--- src/rtl/hazard_stall_ctrl_if.sv ---
// Pipeline-to-hazard-controller signal bundle: ID/EX/MEM hazard inputs plus stall/flush controls.
// master = pipeline side driving hazard info, slave = stall controller.
interface hazard_stall_ctrl_if;
  logic [4:0]  iID_NumRs;
  logic [4:0]  iID_NumRt;
  logic        iID_UsesRs;
  logic        iID_UsesRt;
  logic        iID_Branch;
  logic        iID_MulDiv;
  logic        iID_ReadsHiLo;
  logic [4:0]  iEX_NumRd;
  logic        iEX_RegWrite;
  logic        iEX_MemRead;
  logic [4:0]  iMEM_NumRd;
  logic        iMEM_MemRead;
  logic        iBranchTaken;
  logic        iJump;
  logic        iMemBusy;
  logic        oPCWrite;
  logic        oIFID_Write;
  logic        oIFID_Flush;
  logic        oIDEX_Flush;
  logic        oLock;
  logic [31:0] oStallCount;

  modport master (
    output iID_NumRs, iID_NumRt, iID_UsesRs, iID_UsesRt, iID_Branch, iID_MulDiv,
           iID_ReadsHiLo, iEX_NumRd, iEX_RegWrite, iEX_MemRead, iMEM_NumRd,
           iMEM_MemRead, iBranchTaken, iJump, iMemBusy,
    input  oPCWrite, oIFID_Write, oIFID_Flush, oIDEX_Flush, oLock, oStallCount
  );

  modport slave (
    input  iID_NumRs, iID_NumRt, iID_UsesRs, iID_UsesRt, iID_Branch, iID_MulDiv,
           iID_ReadsHiLo, iEX_NumRd, iEX_RegWrite, iEX_MemRead, iMEM_NumRd,
           iMEM_MemRead, iBranchTaken, iJump, iMemBusy,
    output oPCWrite, oIFID_Write, oIFID_Flush, oIDEX_Flush, oLock, oStallCount
  );
endinterface

--- src/rtl/hazard_stall_ctrl.sv ---
// Hazard/stall sequencer for the 5-stage MIPS core: load-use, branch operand, HI/LO busy, memory wait.
// Outputs are combinational off registered state; HAZ_PERF_CNT_EN adds the oLock cycle counter.
module hazard_stall_ctrl #(
  parameter int MD_LATENCY = 32,
  parameter int CNT_W      = 6
) (
  input  logic               iCLK,
  input  logic               iRST,
  hazard_stall_ctrl_if.slave bus
);

  typedef enum logic [1:0] {S_IDLE, S_STALL, S_MEMWAIT} state_t;

  state_t           r_state;
  state_t           r_saved;
  state_t           w_eff;
  logic [1:0]       r_rem;
  logic [CNT_W-1:0] r_mdc;

  logic w_rs_use, w_rt_use;
  logic w_ex_dep, w_mem_dep;
  logic w_need1, w_need2;
  logic w_fsm_stall, w_md_stall, w_stall, w_issue;

  // A branch compares both operands in ID, so it reads rs and rt regardless of the use flags.
  assign w_rs_use = bus.iID_UsesRs | bus.iID_Branch;
  assign w_rt_use = bus.iID_UsesRt | bus.iID_Branch;

  assign w_ex_dep  = (w_rs_use && bus.iID_NumRs != 5'd0 && bus.iID_NumRs == bus.iEX_NumRd) ||
                     (w_rt_use && bus.iID_NumRt != 5'd0 && bus.iID_NumRt == bus.iEX_NumRd);
  assign w_mem_dep = (w_rs_use && bus.iID_NumRs != 5'd0 && bus.iID_NumRs == bus.iMEM_NumRd) ||
                     (w_rt_use && bus.iID_NumRt != 5'd0 && bus.iID_NumRt == bus.iMEM_NumRd);

  assign w_need2 = bus.iEX_MemRead && w_ex_dep && bus.iID_Branch;
  assign w_need1 = (bus.iEX_MemRead && w_ex_dep) ||
                   (bus.iEX_RegWrite && !bus.iEX_MemRead && bus.iID_Branch && w_ex_dep) ||
                   (bus.iMEM_MemRead && bus.iID_Branch && w_mem_dep);

  // Once memory releases, act on the frozen state in the same cycle.
  assign w_eff       = (r_state == S_MEMWAIT) ? r_saved : r_state;
  assign w_fsm_stall = (w_eff == S_STALL) || (w_eff == S_IDLE && (w_need1 || w_need2));
  assign w_md_stall  = (r_mdc != '0) && (bus.iID_ReadsHiLo || bus.iID_MulDiv);
  assign w_stall     = w_fsm_stall || w_md_stall;
  assign w_issue     = bus.iID_MulDiv && !w_stall && !bus.iMemBusy;

  always_ff @(posedge iCLK or posedge iRST) begin
    if (iRST) begin
      r_state <= S_IDLE;
      r_saved <= S_IDLE;
      r_rem   <= 2'd0;
    end else if (bus.iMemBusy) begin
      r_state <= S_MEMWAIT;
      if (r_state != S_MEMWAIT) r_saved <= r_state;
    end else begin
      case (w_eff)
        S_IDLE: begin
          if (w_need2) begin
            r_state <= S_STALL;
            r_rem   <= 2'd1;
          end else begin
            r_state <= S_IDLE;
          end
        end
        S_STALL: begin
          r_rem   <= r_rem - 2'd1;
          r_state <= (r_rem == 2'd1) ? S_IDLE : S_STALL;
        end
        default: r_state <= S_IDLE;
      endcase
    end
  end

  always_ff @(posedge iCLK or posedge iRST) begin
    if (iRST)                r_mdc <= '0;
    else if (w_issue)        r_mdc <= CNT_W'(MD_LATENCY);
    else if (r_mdc != '0)    r_mdc <= r_mdc - 1'b1;
  end

  always_comb begin
    bus.oPCWrite    = 1'b1;
    bus.oIFID_Write = 1'b1;
    bus.oIFID_Flush = 1'b0;
    bus.oIDEX_Flush = 1'b0;
    bus.oLock       = 1'b0;
    if (bus.iMemBusy) begin
      bus.oPCWrite    = 1'b0;
      bus.oIFID_Write = 1'b0;
      bus.oLock       = 1'b1;
    end else if (w_stall) begin
      bus.oPCWrite    = 1'b0;
      bus.oIFID_Write = 1'b0;
      bus.oIDEX_Flush = 1'b1;
      bus.oLock       = 1'b1;
    end else begin
      bus.oIFID_Flush = bus.iBranchTaken | bus.iJump;
    end
  end

`ifdef HAZ_PERF_CNT_EN
  logic [31:0] r_stall_cnt;

  always_ff @(posedge iCLK or posedge iRST) begin
    if (iRST)           r_stall_cnt <= 32'h0;
    else if (bus.oLock) r_stall_cnt <= r_stall_cnt + 32'h1;
  end

  assign bus.oStallCount = r_stall_cnt;
`else
  assign bus.oStallCount = 32'h0;
`endif

endmodule

--- src/flat_wrapper.sv ---
// flat-port wrapper written by rule: the top's interface ports become plain ports
module hazard_stall_ctrl_flat 
#(
  parameter int MD_LATENCY = 32,
  parameter int CNT_W      = 6
)
  (iCLK, iRST, bus_iID_NumRs, bus_iID_NumRt, bus_iID_UsesRs, bus_iID_UsesRt, bus_iID_Branch, bus_iID_MulDiv, bus_iID_ReadsHiLo, bus_iEX_NumRd, bus_iEX_RegWrite, bus_iEX_MemRead, bus_iMEM_NumRd, bus_iMEM_MemRead, bus_iBranchTaken, bus_iJump, bus_iMemBusy, bus_oPCWrite, bus_oIFID_Write, bus_oIFID_Flush, bus_oIDEX_Flush, bus_oLock, bus_oStallCount);
  hazard_stall_ctrl_if bus_i ();
  input  logic iCLK;
  input  logic iRST;
  input wire logic [$bits(bus_i.iID_NumRs)-1:0] bus_iID_NumRs;
  input wire logic [$bits(bus_i.iID_NumRt)-1:0] bus_iID_NumRt;
  input wire logic [$bits(bus_i.iID_UsesRs)-1:0] bus_iID_UsesRs;
  input wire logic [$bits(bus_i.iID_UsesRt)-1:0] bus_iID_UsesRt;
  input wire logic [$bits(bus_i.iID_Branch)-1:0] bus_iID_Branch;
  input wire logic [$bits(bus_i.iID_MulDiv)-1:0] bus_iID_MulDiv;
  input wire logic [$bits(bus_i.iID_ReadsHiLo)-1:0] bus_iID_ReadsHiLo;
  input wire logic [$bits(bus_i.iEX_NumRd)-1:0] bus_iEX_NumRd;
  input wire logic [$bits(bus_i.iEX_RegWrite)-1:0] bus_iEX_RegWrite;
  input wire logic [$bits(bus_i.iEX_MemRead)-1:0] bus_iEX_MemRead;
  input wire logic [$bits(bus_i.iMEM_NumRd)-1:0] bus_iMEM_NumRd;
  input wire logic [$bits(bus_i.iMEM_MemRead)-1:0] bus_iMEM_MemRead;
  input wire logic [$bits(bus_i.iBranchTaken)-1:0] bus_iBranchTaken;
  input wire logic [$bits(bus_i.iJump)-1:0] bus_iJump;
  input wire logic [$bits(bus_i.iMemBusy)-1:0] bus_iMemBusy;
  output wire logic [$bits(bus_i.oPCWrite)-1:0] bus_oPCWrite;
  output wire logic [$bits(bus_i.oIFID_Write)-1:0] bus_oIFID_Write;
  output wire logic [$bits(bus_i.oIFID_Flush)-1:0] bus_oIFID_Flush;
  output wire logic [$bits(bus_i.oIDEX_Flush)-1:0] bus_oIDEX_Flush;
  output wire logic [$bits(bus_i.oLock)-1:0] bus_oLock;
  output wire logic [$bits(bus_i.oStallCount)-1:0] bus_oStallCount;
  assign bus_i.iID_NumRs = bus_iID_NumRs;
  assign bus_i.iID_NumRt = bus_iID_NumRt;
  assign bus_i.iID_UsesRs = bus_iID_UsesRs;
  assign bus_i.iID_UsesRt = bus_iID_UsesRt;
  assign bus_i.iID_Branch = bus_iID_Branch;
  assign bus_i.iID_MulDiv = bus_iID_MulDiv;
  assign bus_i.iID_ReadsHiLo = bus_iID_ReadsHiLo;
  assign bus_i.iEX_NumRd = bus_iEX_NumRd;
  assign bus_i.iEX_RegWrite = bus_iEX_RegWrite;
  assign bus_i.iEX_MemRead = bus_iEX_MemRead;
  assign bus_i.iMEM_NumRd = bus_iMEM_NumRd;
  assign bus_i.iMEM_MemRead = bus_iMEM_MemRead;
  assign bus_i.iBranchTaken = bus_iBranchTaken;
  assign bus_i.iJump = bus_iJump;
  assign bus_i.iMemBusy = bus_iMemBusy;
  assign bus_oPCWrite = bus_i.oPCWrite;
  assign bus_oIFID_Write = bus_i.oIFID_Write;
  assign bus_oIFID_Flush = bus_i.oIFID_Flush;
  assign bus_oIDEX_Flush = bus_i.oIDEX_Flush;
  assign bus_oLock = bus_i.oLock;
  assign bus_oStallCount = bus_i.oStallCount;
  hazard_stall_ctrl #(.MD_LATENCY(MD_LATENCY), .CNT_W(CNT_W)) u_core (.iCLK(iCLK), .iRST(iRST), .bus(bus_i));
endmodule
--- config.mk ---
export PLATFORM = sky130hd
export DESIGN_NAME = hazard_stall_ctrl_flat
export DESIGN_NICKNAME = d
export VERILOG_FILES = /design/src/rtl/hazard_stall_ctrl_if.sv /design/src/rtl/hazard_stall_ctrl.sv /design/src/flat_wrapper.sv
export SDC_FILE = /design/constraint.sdc
export NUM_CORES = 1
export LEC_CHECK = 0
export ABC_AREA = 1
export CAP_MARGIN = 20
export CORE_MARGIN = 2
export CORE_UTILIZATION = 39
export DETAILED_ROUTE_END_ITERATION = 10
export PLACE_DENSITY = 0.86
export SYNTH_ARGS = -nofsm -noshare
export SYNTH_HDL_FRONTEND = slang
export SYNTH_SLANG_ARGS = --single-unit
--- constraint.sdc ---
create_clock -name iCLK -period 2.44 [get_ports iCLK]
set_clock_uncertainty 0.2 [all_clocks]
set_input_delay 0.366 -clock iCLK [delete_from_list [all_inputs] [get_ports iCLK]]
set_output_delay 0.366 -clock iCLK [all_outputs]
set_load 0.03 [all_outputs]
==> impl_metrics.tcl <==
set metrics [dict create \
    gr-total-overflow 0 \
    synthToLayoutAreaGrowth_pct 36.2 \
    critPathSlowestCell "dlygate4sd2_1" \
    fill_cells 296 \
    powerDensity_nw_per_um2 589 \
    grt_antenna_before_repair 0 \
    cap_violations 0 \
    regArea_um2 300 \
    drt_iter0_drc 28 \
    numClockSinks 12 \
    num_rows 20 \
    cts_buffers 3 \
    critPathMaxFanout 4 \
    start_util_pct 40.9 \
    numPortBuffers 37 \
    dieArea_um2 3670 \
    final_nets 264 \
    yosys_warnings 0 \
    detail-route-antenna-nets 0 \
    crit_family "simple AND/OR/NAND/NOR gates" \
    startpoint_type "input pin" \
    r2r_end "u_core.r_mdc[1]$_DFFE_PP0P_" \
    maxSlewViolCount 0 \
    wirelength_um 2640 \
    hold_viol_final 0 \
    clk_pin_slew_ps 80 \
    rrSetupSlack_ps 650 \
    cts_max_level 1 \
    drive_gt1_share_pct 14.5 \
    status "completed" \
    dr.pass1.iters 4 \
    syn_area_per_cell_um2 6.86 \
    yosysTopAreaCell "dfrtp_1" \
    netlist_area_um2 1250 \
    finalCriticalPeriod_ps 2340 \
    end_kind "primary output" \
    cts_buffer_depth 2 \
    worstPathRequired_ps 1870 \
    ir_drop_mv 0.202 \
    route.vias.total 1137 \
    io_pins 70 \
    netlist.area_leader.share_pct 24.0 \
    die_w_um 60.6 \
    worstReg2RegStart "u_core.r_mdc[1]$_DFFE_PP0P_" \
    n_antenna_cell 0 \
    viasPerCell 4.18 \
    grt_max_degree 13 \
    wl_per_cell_um 9.69 \
    ys_types 25 \
    insertion_delay_ps 280 \
    gp_congestion 0.780 \
    slowest_delay_ps 280 \
    cts_root_buf "clkbuf_4" \
    tns_ps 0 \
    synthTopCellsByArea "dfrtp_1 24%, buf_4 20%, nand2_1 11%, xor2_1 9.1%, inv_1 8.1%" \
    path_cells "dlygate4sd2_1, nor2_2, nand3b_1, nand2_1, nor2_1, nand2_1, nand2_2, o21ai_1, nand2_1, nand2_2, nand3_4, nor2_2, buf_6" \
    p_leak_nw 1.05 \
    multi_input_area_um2 751 \
    critPathKind "input pin to primary output" \
    r2r_cells 12 \
    cp_num_buf_inv 2 \
    gr-usage-all-layers_pct 13.8 \
    fin_util_pct 55.7 \
    crit_arrival_ps 1770 \
    hold_path_class "input pin to asynchronous set/reset pin" \
    synth-seq-cells 12 \
    dp_hpwl_um 2050 \
    cts_tree "built" \
    grt_pass1_wl_um 3910 \
    synthCells 182 \
    synth-seq-area-share_pct 24.0 \
    cp_common_cell "nand2_1" \
    drc_errors 0 \
    setup_viol 0 \
    die_y_um 60.6 \
    grt_pass1_vias 982 \
    core_area_um2 3050 \
    max_freq_mhz 428 \
    fin_crit_sh_pct 95.7 \
]
## worst register-to-register path, stage by stage (launching register included)
cell and delay (ps):
dfrtp_1 390, inv_1 60, ha_2 190, nand2_2 80, nor2_4 100, nand2_2 80
o21ai_2 60, nand2_1 80, inv_2 90, buf_4 110, nand4_2 130, nand2_1 90
inv_1 40
## timing repair
item / in CTS / in global routing
hold buffers: 0 / 0
pin swaps: 2 / 15
gates resized for setup: 14 / 26
buffers inserted: 3 / 2
endpoints found under the hold margin: 0 / 0
setup endpoints to repair: 4 / 5
## kinds of logic after synthesis
family                   share of synthesized area (%)
AO/OA/AOI/OAI                                     6.61
other                                            0.300
AND/OR/NAND/NOR                                   26.5
flip-flops                                        24.0
XOR/XNOR                                          12.6
buffers and inverters                             28.0
adder cells (fa/ha/maj)                           2.00
## cell type report
class                           instances  area share, %
Clock buffer                            4           2.13
Inverter                               27           5.96
Multi-Input combinational cell        141           44.2
Sequential cell                        12           17.7
Tap cell                               44           3.24
Timing Repair Buffer                   44           26.9
## cell usage after synthesis
| cell | n |
|---|---|
| a21o_1 | 1 |
| a21oi_1 | 4 |
| buf_4 | 33 |
| conb_1 | 1 |
| dfrtp_1 | 12 |
| ha_1 | 2 |
| inv_1 | 27 |
| nand2_1 | 38 |
| nand2_2 | 2 |
| nand3_1 | 4 |
| nand3_2 | 1 |
| nand3b_1 | 2 |
| nand4_1 | 2 |
| nand4_2 | 1 |
| nor2_1 | 18 |
| nor2_2 | 2 |
| nor3_1 | 1 |
| nor3b_1 | 1 |
| o21ai_0 | 6 |
| o21ai_1 | 2 |
| o21ai_2 | 1 |
| o22ai_1 | 1 |
| or2_0 | 2 |
| xnor2_1 | 5 |
| xor2_1 | 13 |
## layout by cell type (no fill, tap or decap), types with 3 or more instances in the layout
| cell | n |
|---|---|
| buf_6 | 4 |
| dfrtp_1 | 12 |
| nor2_1 | 17 |
| dlymetal6s2s_1 | 16 |
| o21ai_0 | 5 |
| conb_1 | 32 |
| nand3_1 | 3 |
| nand2_1 | 36 |
| clkdlybuf4s50_1 | 9 |
| dlygate4sd2_1 | 7 |
| a21oi_1 | 3 |
| nand2_2 | 4 |
| xnor2_1 | 5 |
| clkbuf_4 | 3 |
| inv_2 | 3 |
| inv_1 | 24 |
| xor2_1 | 13 |
| buf_4 | 8 |
## how the worst max path moves through the flow
stage | start | end | cells after the start
floorplan | u_core.r_mdc[0]$_DFFE_PP0P_ | bus_oPCWrite | 11
global placement | bus_iID_NumRs[1] | bus_oIFID_Flush | 13
detailed placement | bus_iID_NumRs[1] | bus_oIFID_Flush | 13
CTS | bus_iID_NumRt[3] | bus_oIFID_Flush | 13
global route | bus_iID_NumRs[1] | bus_oIFID_Flush | 13
finish | bus_iID_NumRs[1] | bus_oIFID_Flush | 13
## power by group
group	internal [mW]	total [mW]	switching, mW
registers	0.278	0.341	0.0629
logic	0.211	0.500	0.289
clock network	0.0908	0.161	0.0699
total	0.580	1.00	0.421
## flip-flops by register name, summed over array words and instances, names as in the netlist
| signal | cells |
|---|---|
| u_core.r_saved | 2 |
| u_core.r_state | 2 |
| u_core.r_mdc | 6 |
| u_core.r_rem | 2 |
## through the flow
stage               cell area (um2)  hold slack, ps  power, mW  worst slack, ps  cells
finish                         1700             176       1.00              104    272
global route                   1700             222       1.09            -24.2    272
CTS                            1610             188      0.981             4.95    270
detailed placement             1550             276      0.783            -51.5    263
global placement               1550             274      0.769            -47.7    263
floorplan                      1370            30.7      0.691             51.4    213
## layer usage
| metal | share of wire, % | vias up | wire [um] | global-route usage, % |
|---|---|---|---|---|
| met3 | 5.3 | 4 | 139 | 0.640 |
| met2 | 50 | 54 | 1320 | 24.1 |
| met1 | 43 | 499 | 1140 | 17.9 |
| met4 | 1.5 | 0 | 40 | 5.59 |
| li1 | - | 580 | - | - |
| met5 | 0 | - | 0 | 0 |
Power figures use the tool's default switching activity.
